File: src/rtl/axi_pmu_pkg.sv
// Counter index map and shared constants for the AXI performance monitor.
package axi_pmu_pkg;

  localparam int NUM_CNT = 23;
  localparam int NUM_EV  = 18;
  localparam int MAX_W   = 64;

  // Truncated to CNT_W at use; the minimum starts high so the first sample always wins.
  localparam logic [MAX_W-1:0] LAT_MIN_RST = '1;

  typedef enum logic [4:0] {
    CNT_RD_IDLE      = 5'd0,
    CNT_AR_STALL     = 5'd1,
    CNT_AR_HS        = 5'd2,
    CNT_RVALID_STALL = 5'd3,
    CNT_RREADY_STALL = 5'd4,
    CNT_R_HS         = 5'd5,
    CNT_LAT_SUM      = 5'd6,
    CNT_LAT_MAX      = 5'd7,
    CNT_LAT_MIN      = 5'd8,
    CNT_WR_IDLE      = 5'd9,
    CNT_AW_STALL     = 5'd10,
    CNT_AW_HS        = 5'd11,
    CNT_WVALID_STALL = 5'd12,
    CNT_WREADY_STALL = 5'd13,
    CNT_W_HS         = 5'd14,
    CNT_BVALID_STALL = 5'd15,
    CNT_BREADY_STALL = 5'd16,
    CNT_B_HS         = 5'd17,
    CNT_RD_OUT       = 5'd18,
    CNT_WR_OUT       = 5'd19,
    CNT_WR_LAT_SUM   = 5'd20,
    CNT_WR_LAT_MAX   = 5'd21,
    CNT_WR_LAT_MIN   = 5'd22
  } pmu_cnt_e;

endpackage

File: src/rtl/axi_if.sv
// Handshake-level view of one AXI port; the mon modport only observes.
interface axi_if;
  logic arvalid;
  logic arready;
  logic rvalid;
  logic rready;
  logic rlast;
  logic awvalid;
  logic awready;
  logic wvalid;
  logic wready;
  logic wlast;
  logic bvalid;
  logic bready;

  modport mon (
    input arvalid, arready, rvalid, rready, rlast,
    input awvalid, awready, wvalid, wready, wlast, bvalid, bready
  );
endinterface

File: src/rtl/axi_pmu_lat_tracker.sv
// Burst latency tracker: request pushes the timestamp, final response pops it; saturating sum/max/min.
// Stats update one cycle after the pop handshake; purely observing, never backpressures.
module axi_pmu_lat_tracker
  import axi_pmu_pkg::*;
#(
  parameter int CNT_W = 48,
  parameter int TS_W  = 32,
  parameter int DEPTH = 8
) (
  input  logic             clk,
  input  logic             rst,
  input  logic             en,
  input  logic             clear,
  input  logic [TS_W-1:0]  ts,
  input  logic             push,
  input  logic             pop,
  output logic [CNT_W-1:0] lat_sum,
  output logic [CNT_W-1:0] lat_max,
  output logic [CNT_W-1:0] lat_min,
  output logic             err_ovf,
  output logic             err_unf
);

  localparam int AW = $clog2(DEPTH);
  localparam int WW = (TS_W > CNT_W) ? TS_W : CNT_W;
  localparam logic [CNT_W-1:0] CNT_MAX = '1;

  logic [TS_W-1:0]  mem [DEPTH];
  logic [AW-1:0]    wptr;
  logic [AW-1:0]    rptr;
  logic [AW:0]      count;
  logic             full;
  logic             empty;
  logic             do_push;
  logic             do_pop;
  logic [TS_W-1:0]  lat;
  logic [WW-1:0]    lat_w;
  logic [CNT_W-1:0] lat_c;
  logic [CNT_W:0]   sum_ext;

  assign empty   = (count == '0);
  assign full    = (count == (AW+1)'(DEPTH));
  assign do_pop  = pop & ~empty;
  // A pop in the same cycle frees the slot, so a push into a full FIFO still lands.
  assign do_push = push & (~full | do_pop);

  assign lat     = ts - mem[rptr];
  assign lat_w   = WW'(lat);
  assign lat_c   = (lat_w > WW'(CNT_MAX)) ? CNT_MAX : lat_w[CNT_W-1:0];
  assign sum_ext = {1'b0, lat_sum} + {1'b0, lat_c};

  always_ff @(posedge clk) begin
    if (do_push) mem[wptr] <= ts;
  end

  always_ff @(posedge clk) begin
    if (rst) begin
      wptr  <= '0;
      rptr  <= '0;
      count <= '0;
    end else begin
      if (do_push) wptr <= wptr + 1'b1;
      if (do_pop)  rptr <= rptr + 1'b1;
      count <= count + {{AW{1'b0}}, do_push} - {{AW{1'b0}}, do_pop};
    end
  end

  always_ff @(posedge clk) begin
    if (rst) begin
      lat_sum <= '0;
      lat_max <= '0;
      lat_min <= LAT_MIN_RST[CNT_W-1:0];
      err_ovf <= 1'b0;
      err_unf <= 1'b0;
    end else begin
      if (push & full & ~do_pop) err_ovf <= 1'b1;
      if (pop & empty)           err_unf <= 1'b1;
      // After a dropped push the FIFO no longer pairs requests with responses.
      if (clear) begin
        lat_sum <= '0;
        lat_max <= '0;
        lat_min <= LAT_MIN_RST[CNT_W-1:0];
      end else if (en & do_pop & ~err_ovf) begin
        lat_sum <= sum_ext[CNT_W] ? CNT_MAX : sum_ext[CNT_W-1:0];
        if (lat_c > lat_max) lat_max <= lat_c;
        if (lat_c < lat_min) lat_min <= lat_c;
      end
    end
  end

endmodule

File: src/rtl/axi_pmu_lat.sv
// AXI perf monitor: idle/stall/handshake counters, read latency stats, indexed readout (1-cycle latency).
// Passive observer, never backpressures. AXI_PMU_WR_LAT_EN adds the AW->B latency tracker (idx 20-22).
module axi_pmu_lat
  import axi_pmu_pkg::*;
#(
  parameter int CNT_W       = 48,
  parameter int TS_W        = 32,
  parameter int OUTST_DEPTH = 8,
  parameter int SEL_W       = 5
) (
  input  logic             aclk,
  input  logic             areset,
  axi_if.mon               mon_axi,
  input  logic             en,
  input  logic             clear,
  input  logic             snap,
  input  logic             snap_sel,
  input  logic [SEL_W-1:0] cnt_sel,
  output logic [CNT_W-1:0] cnt_rdata,
  output logic             err_rd_ovf,
`ifdef AXI_PMU_WR_LAT_EN
  output logic             err_wr_ovf,
  output logic             err_wr_unf,
`endif
  output logic             err_rd_unf
);

  localparam int LVL_W = $clog2(OUTST_DEPTH) + 1;
  localparam logic [CNT_W-1:0]        CNT_MAX = '1;
  localparam logic [LVL_W-1:0]        LVL_MAX = '1;
  localparam logic signed [LVL_W:0]   WP_MAX  = {1'b0, {LVL_W{1'b1}}};
  localparam logic signed [LVL_W:0]   WP_MIN  = {1'b1, {LVL_W{1'b0}}};

  logic ar_hs, r_hs, rl_hs, aw_hs, w_hs, wl_hs, b_hs;

  assign ar_hs = mon_axi.arvalid & mon_axi.arready;
  assign r_hs  = mon_axi.rvalid & mon_axi.rready;
  assign rl_hs = r_hs & mon_axi.rlast;
  assign aw_hs = mon_axi.awvalid & mon_axi.awready;
  assign w_hs  = mon_axi.wvalid & mon_axi.wready;
  assign wl_hs = w_hs & mon_axi.wlast;
  assign b_hs  = mon_axi.bvalid & mon_axi.bready;

  logic [TS_W-1:0]         ts;
  logic [LVL_W-1:0]        rd_out;
  logic [LVL_W-1:0]        wr_out;
  logic [LVL_W-1:0]        b_pend;
  logic signed [LVL_W:0]   w_pend;

  function automatic logic [LVL_W-1:0] lvl_next(input logic [LVL_W-1:0] cur,
                                                input logic inc, input logic dec);
    logic [LVL_W-1:0] nxt;
    nxt = cur;
    if (inc && !dec && cur != LVL_MAX)   nxt = cur + 1'b1;
    else if (dec && !inc && cur != '0)   nxt = cur - 1'b1;
    return nxt;
  endfunction

  // Levels track the bus regardless of en/clear; responses from before a reset saturate at 0.
  always_ff @(posedge aclk) begin
    if (areset) begin
      ts     <= '0;
      rd_out <= '0;
      wr_out <= '0;
      b_pend <= '0;
      w_pend <= '0;
    end else begin
      ts     <= ts + 1'b1;
      rd_out <= lvl_next(rd_out, ar_hs, rl_hs);
      wr_out <= lvl_next(wr_out, aw_hs, b_hs);
      b_pend <= lvl_next(b_pend, wl_hs, b_hs);
      if (aw_hs && !wl_hs && w_pend != WP_MAX)      w_pend <= w_pend + 1'b1;
      else if (wl_hs && !aw_hs && w_pend != WP_MIN) w_pend <= w_pend - 1'b1;
    end
  end

  logic [NUM_EV-1:0] ev;

  always_comb begin
    ev = '0;
    ev[CNT_RD_IDLE]      = ~mon_axi.arvalid & (rd_out == '0);
    ev[CNT_AR_STALL]     = mon_axi.arvalid & ~mon_axi.arready;
    ev[CNT_AR_HS]        = ar_hs;
    ev[CNT_RVALID_STALL] = (rd_out != '0) & ~mon_axi.rvalid;
    ev[CNT_RREADY_STALL] = mon_axi.rvalid & ~mon_axi.rready;
    ev[CNT_R_HS]         = r_hs;
    ev[CNT_WR_IDLE]      = ~mon_axi.awvalid & (wr_out == '0);
    ev[CNT_AW_STALL]     = mon_axi.awvalid & ~mon_axi.awready;
    ev[CNT_AW_HS]        = aw_hs;
    ev[CNT_WVALID_STALL] = (w_pend > 0) & ~mon_axi.wvalid;
    ev[CNT_WREADY_STALL] = mon_axi.wvalid & ~mon_axi.wready;
    ev[CNT_W_HS]         = w_hs;
    ev[CNT_BVALID_STALL] = (b_pend != '0) & ~mon_axi.bvalid;
    ev[CNT_BREADY_STALL] = mon_axi.bvalid & ~mon_axi.bready;
    ev[CNT_B_HS]         = b_hs;
  end

  logic [CNT_W-1:0] ev_cnt [NUM_EV];

  always_ff @(posedge aclk) begin
    if (areset || clear) begin
      for (int i = 0; i < NUM_EV; i++) ev_cnt[i] <= '0;
    end else if (en) begin
      for (int i = 0; i < NUM_EV; i++)
        if (ev[i] && ev_cnt[i] != CNT_MAX) ev_cnt[i] <= ev_cnt[i] + 1'b1;
    end
  end

  logic [CNT_W-1:0] rd_sum, rd_max, rd_min;

  axi_pmu_lat_tracker #(.CNT_W(CNT_W), .TS_W(TS_W), .DEPTH(OUTST_DEPTH)) u_rd_trk (
    .clk     (aclk),
    .rst     (areset),
    .en      (en),
    .clear   (clear),
    .ts      (ts),
    .push    (ar_hs),
    .pop     (rl_hs),
    .lat_sum (rd_sum),
    .lat_max (rd_max),
    .lat_min (rd_min),
    .err_ovf (err_rd_ovf),
    .err_unf (err_rd_unf)
  );

`ifdef AXI_PMU_WR_LAT_EN
  logic [CNT_W-1:0] wr_sum, wr_max, wr_min;

  axi_pmu_lat_tracker #(.CNT_W(CNT_W), .TS_W(TS_W), .DEPTH(OUTST_DEPTH)) u_wr_trk (
    .clk     (aclk),
    .rst     (areset),
    .en      (en),
    .clear   (clear),
    .ts      (ts),
    .push    (aw_hs),
    .pop     (b_hs),
    .lat_sum (wr_sum),
    .lat_max (wr_max),
    .lat_min (wr_min),
    .err_ovf (err_wr_ovf),
    .err_unf (err_wr_unf)
  );
`endif

  logic [CNT_W-1:0] live   [NUM_CNT];
  logic [CNT_W-1:0] shadow [NUM_CNT];

  always_comb begin
    for (int i = 0; i < NUM_CNT; i++) live[i] = '0;
    for (int i = 0; i < NUM_EV; i++)  live[i] = ev_cnt[i];
    live[CNT_LAT_SUM] = rd_sum;
    live[CNT_LAT_MAX] = rd_max;
    live[CNT_LAT_MIN] = rd_min;
    live[CNT_RD_OUT]  = CNT_W'(rd_out);
    live[CNT_WR_OUT]  = CNT_W'(wr_out);
`ifdef AXI_PMU_WR_LAT_EN
    live[CNT_WR_LAT_SUM] = wr_sum;
    live[CNT_WR_LAT_MAX] = wr_max;
    live[CNT_WR_LAT_MIN] = wr_min;
`endif
  end

  // Shadow takes the registered values, so a coincident clear still yields pre-clear numbers.
  always_ff @(posedge aclk) begin
    if (areset) begin
      for (int i = 0; i < NUM_CNT; i++) shadow[i] <= '0;
    end else if (snap) begin
      for (int i = 0; i < NUM_CNT; i++) shadow[i] <= live[i];
    end
  end

  always_ff @(posedge aclk) begin
    if (areset)                       cnt_rdata <= '0;
    else if (int'(cnt_sel) < NUM_CNT) cnt_rdata <= snap_sel ? shadow[cnt_sel] : live[cnt_sel];
    else                              cnt_rdata <= '0;
  end

endmodule
File: src/flat_wrapper.sv
// flat-port wrapper written by rule: the top's interface ports become plain ports
module axi_pmu_lat_flat import axi_pmu_pkg::*;
#(
  parameter int CNT_W       = 48,
  parameter int TS_W        = 32,
  parameter int OUTST_DEPTH = 8,
  parameter int SEL_W       = 5
)
  (aclk, areset, en, clear, snap, snap_sel, cnt_sel, cnt_rdata, err_rd_ovf, err_rd_unf, mon_axi_arvalid, mon_axi_arready, mon_axi_rvalid, mon_axi_rready, mon_axi_rlast, mon_axi_awvalid, mon_axi_awready, mon_axi_wvalid, mon_axi_wready, mon_axi_wlast, mon_axi_bvalid, mon_axi_bready);
  axi_if mon_axi_i ();
  input  logic aclk;
  input  logic areset;
  input  logic en;
  input  logic clear;
  input  logic snap;
  input  logic snap_sel;
  input  logic [SEL_W-1:0] cnt_sel;
  output logic [CNT_W-1:0] cnt_rdata;
  output logic err_rd_ovf;
  output logic err_rd_unf;
  input wire logic [$bits(mon_axi_i.arvalid)-1:0] mon_axi_arvalid;
  input wire logic [$bits(mon_axi_i.arready)-1:0] mon_axi_arready;
  input wire logic [$bits(mon_axi_i.rvalid)-1:0] mon_axi_rvalid;
  input wire logic [$bits(mon_axi_i.rready)-1:0] mon_axi_rready;
  input wire logic [$bits(mon_axi_i.rlast)-1:0] mon_axi_rlast;
  input wire logic [$bits(mon_axi_i.awvalid)-1:0] mon_axi_awvalid;
  input wire logic [$bits(mon_axi_i.awready)-1:0] mon_axi_awready;
  input wire logic [$bits(mon_axi_i.wvalid)-1:0] mon_axi_wvalid;
  input wire logic [$bits(mon_axi_i.wready)-1:0] mon_axi_wready;
  input wire logic [$bits(mon_axi_i.wlast)-1:0] mon_axi_wlast;
  input wire logic [$bits(mon_axi_i.bvalid)-1:0] mon_axi_bvalid;
  input wire logic [$bits(mon_axi_i.bready)-1:0] mon_axi_bready;
  assign mon_axi_i.arvalid = mon_axi_arvalid;
  assign mon_axi_i.arready = mon_axi_arready;
  assign mon_axi_i.rvalid = mon_axi_rvalid;
  assign mon_axi_i.rready = mon_axi_rready;
  assign mon_axi_i.rlast = mon_axi_rlast;
  assign mon_axi_i.awvalid = mon_axi_awvalid;
  assign mon_axi_i.awready = mon_axi_awready;
  assign mon_axi_i.wvalid = mon_axi_wvalid;
  assign mon_axi_i.wready = mon_axi_wready;
  assign mon_axi_i.wlast = mon_axi_wlast;
  assign mon_axi_i.bvalid = mon_axi_bvalid;
  assign mon_axi_i.bready = mon_axi_bready;
  axi_pmu_lat #(.CNT_W(CNT_W), .TS_W(TS_W), .OUTST_DEPTH(OUTST_DEPTH), .SEL_W(SEL_W)) u_core (.aclk(aclk), .areset(areset), .mon_axi(mon_axi_i), .en(en), .clear(clear), .snap(snap), .snap_sel(snap_sel), .cnt_sel(cnt_sel), .cnt_rdata(cnt_rdata), .err_rd_ovf(err_rd_ovf), .err_rd_unf(err_rd_unf));
endmodule
File: config.mk
export PLATFORM = sky130hd
export DESIGN_NAME = axi_pmu_lat_flat
export DESIGN_NICKNAME = d
export VERILOG_FILES = /design/src/rtl/axi_pmu_pkg.sv /design/src/rtl/axi_if.sv /design/src/rtl/axi_pmu_lat_tracker.sv /design/src/rtl/axi_pmu_lat.sv /design/src/flat_wrapper.sv
export SDC_FILE = /design/constraint.sdc
export NUM_CORES = 2
export LEC_CHECK = 0
export CAP_MARGIN = 20
export CORE_ASPECT_RATIO = 1.5
export CORE_MARGIN = 4
export CORE_UTILIZATION = 35
export CTS_BUF_LIST = sky130_fd_sc_hd__clkbuf_4 sky130_fd_sc_hd__clkbuf_8
export DETAILED_ROUTE_END_ITERATION = 6
export PLACE_DENSITY_LB_ADDON = 0.05
export SLEW_MARGIN = 5
export SYNTH_ARGS = -nofsm -noshare
export SYNTH_HDL_FRONTEND = slang
export SYNTH_SLANG_ARGS = --single-unit
File: constraint.sdc
create_clock -name aclk -period 15.5 [get_ports aclk]
set_input_delay 4.65 -clock aclk [delete_from_list [all_inputs] [get_ports aclk]]
set_output_delay 4.65 -clock aclk [all_outputs]
set_load 0.05 [all_outputs]
# After elaboration in Yosys (flattened, before gate mapping)
# Memories as Yosys holds them, arrays and structs flattened. A register that Yosys moved wholly into a read port is not among the register bits.
# Index checks and enable logic that the tools add are counted.
totals:
  ram_bits: 2224
  elab_cells: 327
  ff_bits: 253
  mem_count: 3
memory_table:
  columns: ["memory", "words", "width", "read_ports", "rd_clocked_by_memory_dff", "wr", "line", "source"]
  rows:
  - ["u_core.shadow", 23, 48, 1, 0, 23, "axi_pmu_lat.sv:146", "logic [CNT_W-1:0] shadow [NUM_CNT];"]
  - ["u_core.ev_cnt", 18, 48, 15, 0, 18, "axi_pmu_lat.sv:98", "logic [CNT_W-1:0] ev_cnt [NUM_EV];"]
  - ["u_core.u_rd_trk.mem", 8, 32, 1, 1, 1, "axi_pmu_lat_tracker.sv:28", "logic [TS_W-1:0] mem [DEPTH];"]
op_classes:
  n_eq_ne: 21
  addsub: 30
  muxes: 123
  reduce_logical: 51
  bitwise: 79
  magnitude_cmp: 6
op_table:
  columns: ["operator", "n"]
  rows:
  - ["$mux W48", 43]
  - ["$add A48 B1 Y48 const B", 15]
  - ["$ne A48 B48 Y1 const B", 15]
  - ["$bmux W48 S5", 1]
  - ["$mux W1", 69]
  - ["$add A48 B48 Y49", 1]
  - ["$gt A32 B48 Y1 const B", 1]
  - ["$gt A48 B48 Y1", 1]
  - ["$lt A48 B48 Y1", 1]
  - ["$or A1 B1 Y1", 39]
  - ["$add A32 B1 Y32 const B", 1]
  - ["$sub A32 B32 Y32", 1]
  - ["$logic_and A1 B1 Y1", 31]
  - ["$and A1 B1 Y1", 24]
  - ["$mux W4", 6]
  - ["$not A1 Y1", 15]
  - ["$add A4 B1 Y4 const B", 3]
  - ["$logic_not A4 Y1", 3]
  - ["$ne A4 B4 Y1 const B", 3]
  - ["$reduce_bool A4 Y1", 3]
  - ["$sub A4 B1 Y4 const B", 3]
  - ["$mux W5", 2]
  - ["$ne A5 B5 Y1 const B", 2]
  - ["$reduce_bool A2 Y1", 4]
  - ["other kinds (15)", 23]

# Logic depth before layout (Yosys ltp)
depth:
  ltp_word: 8
  ltp_mapped: 25

# Hierarchy
# Synthesis repeated with hierarchy kept, for this count alone.
hier_totals:
  hier_cells: 9275
  hier_area_um2: 109416.2
modules_own_cells:
  columns: ["mod", "area_per_inst_um2", "instances", "seq_area_each_um2", "cells_per_inst"]
  rows:
  - ["axi_pmu_lat", 89804.9, 1, 49747.7, 7656]
  - ["axi_pmu_lat_tracker", 19611.3, 1, 10249.8, 1619]

# Least setup slack after synthesis
# No wires, ideal clock.
synth_path:
  path_type: "input-to-reg"
  startpoint: "input areset"
  endpoint: "memory u_core.shadow[0][0], enable pin"
  setup_ps: 868
  path_buffers: 2
  required_time_ps: 14632
  cell_stages: 3
  arrival_ps: 15228
  slack_ps: -596
  cell_sequence: "clkbuf_1 > clkbuf_1 > or2_2"
synth_rtl:
  columns: ["element", "line", "source"]
  rows:
  - ["start: declaration", "flat_wrapper.sv:12", "input logic areset;"]
  - ["end: declaration", "axi_pmu_lat.sv:146", null]

# Worst setup path after layout
layout_path:
  startpoint: "input mon_axi_rready"
  endpoint: "register u_core.u_rd_trk.lat_sum[47]"
layout_via:
  elab_chain_cells: 5
layout_rtl:
  columns: ["element", "line", "source"]
  rows:
  - ["start: declaration", "flat_wrapper.sv:24", "input wire logic [$bits(mon_axi_i.rready)-1:0] mon_axi_rready;"]
  - ["$and A1 B1 Y1", "axi_pmu_lat.sv:37", "assign r_hs = mon_axi.rvalid & mon_axi.rready;"]
  - ["$and A1 B1 Y1", "axi_pmu_lat.sv:38", "assign rl_hs = r_hs & mon_axi.rlast;"]
  - ["$and A1 B1 Y1", "axi_pmu_lat_tracker.sv:43", "assign do_pop = pop & ~empty;"]
  - ["via u_core.u_rd_trk.do_pop", "axi_pmu_lat_tracker.sv:35", "logic do_pop;"]
  - ["$and A1 B1 Y1 (2 in a row)", "axi_pmu_lat_tracker.sv:83", "end else if (en & do_pop & ~err_ovf) begin"]
  - ["end signal: assignment", "axi_pmu_lat_tracker.sv:84", "lat_sum <= sum_ext[CNT_W] ? CNT_MAX : sum_ext[CNT_W-1:0];"]
  - ["end: declaration", "axi_pmu_lat_tracker.sv:17", "output logic [CNT_W-1:0] lat_sum,"]
# The timed path passes the listed nets, and every way through them passes these cells.
# A chain may end at the register's enable or synchronous reset.

==> metrics.txt <==
Inst Count DP 12100; Worst Tran Pin Value 1.432 ns; Main synth FF type edfxtp_1; Clk Latency, worst-skew pair 1.00 ns; DIE AREA 0.3100 sq mm; reg-to-reg setup timing slack 7.22 ns; Die H 679.9 um; worst hold path cell count 2; die width 455.9 um; Synth Register Bits 2042; count leader, synth edfxtp_1; initial core utilization 0.3517; Hold Crit Class reg2reg; clock skew 0.05400 ns; core area 0.2995 sq mm; # setup viols final 0; fin crit period 8.356 ns; startpoint class of the critical path input pin; initial antenna violation count 28; Hold Slack 0.4883 ns; Post-CTS Resized 0; crit end category flip-flop; FF+latch area 0.05907 sq mm; YS warnings 0; DRC Markers 0; vias in the first global route 69470; clk sinks 2042; Total GRT Usage 0.2337; Avg Inst Size Synth 12.69 sq um; Critical Path Fanout Max 29; Slowest-stage cell, CP a21oi_1; CTS tree done; Final period util 0.5391; filler cell count in the final layout 28490; CP top delay family compound AO/OA/AOI/OAI gates; reg-to-reg critical path endpoint u_core.u_rd_trk.lat_sum[39]; layout cell share with drive strength beyond 1 0.1586; grt total ovfl 0; Yosys cell types 85; post-DP HPWL 268100 um; final setup TNS 0 ns; Final Non-Filler Cells 12740; Via Count 68260; ys async rst share 0; area grow syn2layout 12.15%; Post-Syn Instances 8298; top post-synthesis cells by area edfxtp_1 52%, mux4_2 11%, and2_1 5.2%, dfxtp_1 4.3%, nor2_1 3.8%; Worst Path Buf+Inv 2; PwrDens 109.5 mW/mm^2; register area share after synthesis 0.5607; crit-path cells clkdlybuf4s50_1 > nand3_1 > a21oi_1 > and3_2 > buf_4 > o2111ai_1 > a21o_1 > a311oi_1; Synth top area share 0.5180; dpl ws 6.156 ns; number of synthesized flops with an enable pin 1817; DRT antenna net count 0; via/cell ratio 5.357; Crit Path Class in2reg; Leakage 41.88 nW; r2r worst-path depth 18; max incr delay on CP 0.95 ns; largest area contributor in the netlist edfxtp_1; Finished Core Util 0.3945; RSZ-0062 raised after global routing no; clock slew at reported path FFs 0.06 ns; Iter 0 DRT Violations 5257; WL/cell 29.01 um; worst-case hold path end point u_core.u_rd_trk.lat_max[2]; first-pass GRT wire length 524700 um; Synth top cells by count 1817 x edfxtp_1, 1064 x nor2_1, 878 x and2_1; Mapped Nets 8487; final setup margin 7.144 ns; CP Data Arrival Time 9.23 ns; nets 8677; clock tree buffer depth 4; final hold viol count 0; port bufs 72; routability cong. 0.8443; total CTS buffers 354; # rows 246; fmax 0.1197 GHz; setup bufs post-CTS 0; outcome completed; maximum VDD drop 0.07240 mV; Post-Syn Area 0.1053 sq mm; max cap viols 0; largest net degree at the start of global routing 249; Pins Over Slew Limit 0; WP data required 16.37 ns; Post-Route WL 369600 um; maximum level of the CTS H-tree 5; Ports 73; DR pass1 iterations 5; clock root buffer master clkbuf_8; Hold-fix buffers, CTS 0; Slew headroom 0.04506; HP Start u_core.u_rd_trk.lat_max[2]; Multi-input gate area 0.04418 sq mm
-- cells in the final DEF, fill, tap and decap left out, types with 32 or more instances in the layout --
cell,n
a21o_1,56
a21oi_1,151
and2_1,878
and3_1,153
and4_1,79
buf_4,177
clkbuf_4,126
clkbuf_8,395
clkdlybuf4s50_1,65
clkinv_1,60
dfxtp_1,222
edfxtp_1,1817
ha_1,159
inv_1,162
mux2i_1,220
mux4_2,516
nand2_1,466
nand3_1,286
nand4_1,173
nor2_1,1057
nor2b_1,43
nor3_1,68
o21a_1,56
o21ai_0,126
o22ai_1,40
or3_1,32
xnor2_1,333
xor2_1,449
-- cell type report --
type,count,share of cell area
inverter,163,0.005179
timing repair buffer,259,0.01919
multi-input combinational,5668,0.3740
antenna,10,0.0002118
tap,3968,0.04202
clock inverter,111,0.005391
clock buffer,521,0.05402
sequential,2042,0.5000
-- tightest hold or removal path, cell delays in order, from the launching register on --
cell	delay [ns]
dfxtp_1	0.33
nand2_1	0.06
a21oi_1	0.05
-- state kept, by name, indices dropped and copies added, names as in the netlist, named ones only --
name,cells
u_core.u_rd_trk.lat_min,33
u_core.wr_out,4
u_core.u_rd_trk.lat_max,32
u_core.shadow,841
u_core.ev_cnt,720
u_core.u_rd_trk.mem,256
u_core.u_rd_trk.lat_sum,48
u_core.rd_out,4
u_core.u_rd_trk.count,4
u_core.u_rd_trk.rptr,3
u_core.u_rd_trk.wptr,3
u_core.cnt_rdata,48
u_core.b_pend,4
u_core.u_rd_trk.err_ovf,1
u_core.u_rd_trk.err_unf,1
u_core.ts,32
u_core.w_pend,5
-- kinds of logic after synthesis --
| kind of cell | Yosys count | share of synthesized area |
|---|---|---|
| xor gates and xnor gates | 782 | 0.06502 |
| AOI/OAI and AO/OA | 605 | 0.03684 |
| DFF | 2042 | 0.5607 |
| buffers and inverters | 588 | 0.02267 |
| muxes | 743 | 0.1320 |
| adders and majority gates | 166 | 0.02022 |
| and+or+nand+nor | 3372 | 0.1626 |
-- routing by layer --
metal	wire length, um	GRT usage	vias to the layer above
met5	13	0	-
met4	13450	0.07589	2
met3	14890	0.02787	497
met2	195400	0.4326	1576
met1	145900	0.2810	35250
li1	-	-	30930
-- power breakdown --
group          internal, mW  switching, mW  total (mW)
Clock                  2.70           2.38        5.08
Sequential             6.27          0.275        6.54
Combinational         0.523          0.792        1.31
Total                  9.49           3.44        12.9
-- worst max path at each step --
| stage | startpoint | endpoint | slack (ns) | depth (start not counted) |
|---|---|---|---|---|
| 6_report | mon_axi_rready | u_core.u_rd_trk.lat_sum[47] | 7.14 | 8 |
| 5_1_grt | flip-flop | u_core.u_rd_trk.lat_sum[45] | 6.69 | 19 |
| 4_1_cts | flip-flop | u_core.u_rd_trk.lat_sum[39] | 7.06 | 18 |
| 3_5_place_dp | mon_axi_rready | u_core.u_rd_trk.lat_sum[47] | 6.16 | 8 |
| 3_3_place_gp | mon_axi_rready | u_core.u_rd_trk.lat_sum[46] | 6.35 | 8 |
| 2_1_floorplan | areset | u_core.shadow[0][0] | 3.71 | 3 |
-- metrics by stage --
step	area (sq um)	power, mW
finish	118100	12.93
global route	118100	13.47
CTS	118100	13.13
detailed placement	111100	7.992
global placement	111000	7.977
floorplan	105300	7.419
(Power assumes the default switching activity.)
